File: config.mk
export PLATFORM = sky130hd
export DESIGN_NAME = uart_buf_rx
export DESIGN_NICKNAME = d
export VERILOG_FILES = /design/src/rtl/uart_pkg.sv /design/src/rtl/uart_rx_timeout.sv /design/src/rtl/uart_buf_rx.sv
export SDC_FILE = /design/constraint.sdc
export NUM_CORES = 1
export LEC_CHECK = 0
export BUFFER_PORTS_ARGS = -buffer_cell sky130_fd_sc_hd__buf_2
export CAP_MARGIN = 15
export CORE_AREA = 2 2 81 83
export CTS_CLUSTER_SIZE = 10
export DETAILED_ROUTE_END_ITERATION = 10
export DIE_AREA = 0 0 83 85
export HOLD_SLACK_MARGIN = 0.06
export PLACE_DENSITY = 0.75
export SLEW_MARGIN = 25
export SYNTH_ARGS = -nofsm -noshare
export SYNTH_HDL_FRONTEND = slang
export SYNTH_SLANG_ARGS = --single-unit
File: constraint.sdc
create_clock -name clk -period 3.3 [get_ports clk]
set_clock_uncertainty 0.05 [all_clocks]
set_input_delay 0.33 -clock clk [delete_from_list [all_inputs] [get_ports clk]]
set_output_delay 0.33 -clock clk [all_outputs]
set_load 0.01 [all_outputs]
File: src/rtl/uart_pkg.sv
// Shared UART link definitions used by the receive-side and transmit-side word buffers.
package uart_pkg;

    typedef enum logic [0:0] {
        S_IDLE    = 1'b0,
        S_COLLECT = 1'b1
    } uart_rx_state_t;

    localparam int BYTES_PER_WORD      = 4;
    localparam int UART_TIMEOUT_CYCLES = 200000;

endpackage

File: src/rtl/uart_rx_timeout.sv
// Inter-byte timeout counter: counts enabled cycles, clears on demand, flags the last allowed cycle.
module uart_rx_timeout #(
    parameter int TIMEOUT_CYCLES = 200000
) (
    input  logic clk,
    input  logic rst_n,
    input  logic clr,
    input  logic en,
    output logic expired
);

    localparam int CNT_W = $clog2(TIMEOUT_CYCLES + 1);

    logic [CNT_W-1:0] cnt;

    always_ff @(posedge clk or negedge rst_n) begin
        if (!rst_n) begin
            cnt <= '0;
        end else if (clr) begin
            cnt <= '0;
        end else if (en) begin
            cnt <= cnt + 1'b1;
        end
    end

    // Expiry is only meaningful on a cycle where the count would otherwise advance.
    assign expired = en && (cnt == CNT_W'(TIMEOUT_CYCLES - 1));

endmodule

File: src/rtl/uart_buf_rx.sv
// Packs four received UART bytes (first byte in the LSBs) into a 32-bit word behind a valid/ready handshake.
module uart_buf_rx #(
    parameter int BYTES_PER_WORD = uart_pkg::BYTES_PER_WORD,
    parameter int TIMEOUT_CYCLES = uart_pkg::UART_TIMEOUT_CYCLES
) (
    input  logic        clk,
    input  logic        rst_n,
    input  logic        rx_done,
    input  logic [7:0]  rx_byte,
    input  logic        rready,
    output logic [31:0] rdata,
    output logic        rvalid,
    output logic        busy,
    output logic        overrun,
    output logic        timeout_err
);

    import uart_pkg::*;

    localparam logic [1:0] LAST_IDX = 2'(BYTES_PER_WORD - 1);

    uart_rx_state_t state;
    logic [1:0]     idx;
    logic [31:0]    shreg;
    logic           collecting;
    logic           expired;
    logic           to_clr;
    logic           to_en;

    assign collecting = (state == S_COLLECT);
    assign busy       = collecting;
    assign to_en      = collecting && !rx_done;
    assign to_clr     = rx_done || !collecting || expired;

    uart_rx_timeout #(
        .TIMEOUT_CYCLES(TIMEOUT_CYCLES)
    ) u_timeout (
        .clk    (clk),
        .rst_n  (rst_n),
        .clr    (to_clr),
        .en     (to_en),
        .expired(expired)
    );

    always_ff @(posedge clk or negedge rst_n) begin
        if (!rst_n) begin
            state       <= S_IDLE;
            idx         <= '0;
            shreg       <= '0;
            rdata       <= '0;
            rvalid      <= 1'b0;
            overrun     <= 1'b0;
            timeout_err <= 1'b0;
        end else begin
            overrun     <= 1'b0;
            timeout_err <= 1'b0;
            if (rvalid && rready) begin
                rvalid <= 1'b0;
            end
            case (state)
                S_IDLE: begin
                    if (rx_done) begin
                        shreg[7:0] <= rx_byte;
                        idx        <= 2'd1;
                        state      <= S_COLLECT;
                    end
                end
                S_COLLECT: begin
                    if (rx_done) begin
                        shreg[{idx, 3'b000} +: 8] <= rx_byte;
                        if (idx == LAST_IDX) begin
                            state <= S_IDLE;
                            idx   <= '0;
                            // A word completing while the consumer takes the old one replaces it seamlessly.
                            if (!rvalid || rready) begin
                                rdata  <= {rx_byte, shreg[23:0]};
                                rvalid <= 1'b1;
                            end else begin
                                overrun <= 1'b1;
                            end
                        end else begin
                            idx <= idx + 2'd1;
                        end
                    end else if (expired) begin
                        state       <= S_IDLE;
                        idx         <= '0;
                        timeout_err <= 1'b1;
                    end
                end
                default: begin
                    state <= S_IDLE;
                    idx   <= '0;
                end
            endcase
        end
    end

endmodule

==> results.toml <==
[status]
outcome = "complete, no violations"

[placed_design]
postPlaceCellArea_sq_mm = 0.00362
finalWeightedCongestion = 0.824
portBuffers = 47
dp.final_hpwl_mm = 4.11

[route]
detail_route.wl_per_cell_microns = 16.1
wl_mm = 6.19
num_vias = 2112
drtAntennaViolNets = 0
drc = 0
drt_iter0_drc = 82
vias_per_cell = 5.50
firstDrtPassIters = 4

[logic_synthesis]
synth_xor_area_frac = 0.0367
syn-num-nets = 269
yosysUniqueCellTypes = 35
synth_area_sq_mm = 0.00334
netlist_instances = 251
yosys_warnings = 0
synth-simple-area-share = 0.115
synth_seq_area_share = 0.600
synth_top_family_by_area = "simple AND/OR/NAND/NOR gates"
muxShareOfSynthArea = 0.114
synth_fa_ha_area_frac = 0.0225
ys_seq_elements = 80
avgSynthCellArea_sq_um = 13.3
synth_compound_area_frac = 0.0874

[floorplan]
start_util = 0.538
fp.dieH_microns = 85
dieArea_sq_mm = 0.00706
die_w_microns = 83
io_pins = 48
num_rows = 29
design.core.area_sq_mm = 0.00620

[finish]
nets = 320
layout_common_cells = "dfrtp_1, buf_2, mux2_2"
final_common_cell = "dfrtp_1"
design_area_sq_mm = 0.00385
drive_above_1_share = 0.329
final_util = 0.620
area_growth_pct = 15.4
n_antenna_cell = 0

[clocking]
numClockSinks = 80
ctsRootBufferMaster = "clkbuf_8"
cts_buffers = 9
cts_tree = "done"
cts_buffer_depth = 2
clk_pin_slew_ns = 0.08
clkLatencyLatePin_ns = 0.35
htree_levels = 3

[setup_path]
critPathMaxFanout = 9
cpPeakStageDelay_ns = 0.76
worstPathRequired_ns = 3.54
r2r_cells = 5
worstReg2RegEnd = "shreg[19]"
r2r_slack_ns = 1.06
critical_path.endpoint_type = "flop"
startpoint_type = "flop"
rr_startpoint = "idx[0]"
crit_buf_inv = 1
path_cells = "inv_1 > ha_1 > nand3_1 > nor4b_2 > a22o_1"
critPathTopFamily = "simple AND/OR/NAND/NOR gates"
arrival_ns = 2.48
crit_type = "flop to flop"
crit_slowest_cell = "nor4b_2"

[grt]
grt_util_met1 = 0.269
grt.busiest_layer = "met2"
grt_use_met2 = 0.293
grt_max_degree = 81
grt_pass1_vias = 2140
grt_pass1_wl_mm = 10.6
antenna_found_initial = 0
met3_usage = 0.0360
track_usage = 0.192
grt-ovfl-total = 0

[sta]
fin_crit_sh = 0.677
setup_viol_count_final = 0
hold_violations = 0
relSlewSlack = 0.455
slew_viol_final = 0
fmax_mhz = 447
setup_tns_ns = 0
worstMarginPinSlew_ns = 0.812
rsz0062_at_grt = "no"
final.min_clock_period_ns = 2.24

[power_and_ir_drop]
p_leak_uw = 0.00186
ir_drop_uv = 451
power_density_mw_per_mm2 = 767

[job]
max_cap_violations = 0

[hold_path]
min_from = "rx_byte[6]"
min_to = "shreg[14]"
hp-class = "primary input to flop"
hold_path_depth = 2
synthesized netlist by cell type, drive strengths merged:
cell / instances / share of area
nand3: 12 / 0.018
o21a: 2 / 0.0045
nor2b: 1 / 0.0019
or4b: 1 / 0.0041
mux2: 32 / 0.11
inv: 4 / 0.0045
and2: 3 / 0.0056
and4: 2 / 0.0053
nor2: 19 / 0.021
clkbuf: 4 / 0.0075
buf: 6 / 0.013
a22o: 24 / 0.063
nand4: 7 / 0.013
xor2: 8 / 0.021
a31oi: 1 / 0.0019
and3: 2 / 0.0037
nor4bb: 1 / 0.0030
dfrtp: 80 / 0.60
o31ai: 1 / 0.0023
xnor2: 6 / 0.016
a21oi: 1 / 0.0015
o21ai: 2 / 0.0030
nor3: 3 / 0.0045
nor4: 6 / 0.011
o21ba: 1 / 0.0030
nand2b: 2 / 0.0037
mux2i: 2 / 0.0060
nor4b: 2 / 0.0090
o41ai: 1 / 0.0083
nand2: 9 / 0.010
ha: 6 / 0.022
worst max path at each step:
| stage | from | endpoint | cells past startpoint |
|---|---|---|---|
| after floorplan | u_timeout.cnt[15] | busy | 4 |
| after global placement | idx[0] | shreg[19] | 5 |
| after detailed placement | idx[0] | shreg[21] | 5 |
| after CTS | idx[0] | shreg[18] | 5 |
| after global routing | idx[0] | shreg[18] | 5 |
| final | idx[0] | shreg[19] | 5 |
logic make-up (layout without fill, tap and decap cells):
group / count (synthesis) / after routing
flops: 80 / 80
simple gates: 70 / 70
mux: 34 / 34
compound gates: 33 / 33
xor+xnor: 14 / 14
buf+inv: 14 / 70
fa+ha+maj: 6 / 6
layer usage:
metal / wire length (microns) / vias to the layer above
met5: 0 / -
met2: 2920 / 39
li1: - / 1016
met1: 2950 / 1051
met4: 76 / 0
met3: 251 / 6
metrics by stage:
stage	cells	setup slack, ns	hold WS, ns	power [uW]
2_1_floorplan	251	1.43	-0.0156	1920
3_3_place_gp	367	1.04	0.411	2190
3_5_place_dp	367	1.01	0.428	2230
4_1_cts	383	1.02	0.115	2990
5_1_grt	384	0.811	0.208	3130
6_report	384	1.06	0.193	2950
where the power goes:
group          switching [uW]  internal, uW  leakage [uW]
clock network             364           396      0.000106
logic                     351           398      0.000693
registers                 166          1280       0.00106
flip-flops by register name (all words and copies together) (netlist names):
signal and cells:
rdata 32, shreg 24, u_timeout.cnt 18, idx 2, busy 1, overrun 1, rvalid 1, timeout_err 1
area by class of cell:
class                      instances  area (sq um)
fill                             496          2350
multi-input combinational        157          1250
clock buffer                      11           151
inverter                           4          15.0
clock inverter                     5          63.8
sequential                        80          2000
tap                               77          96.3
timing repair buffer              50           267
what timing repair did:
action                    CTS  global route
hold endpoints to repair    0            80
hold buffers                0             1
buffers inserted            0             0
resized for setup           0             0
Note: power is estimated with default switching activity, not from simulation.
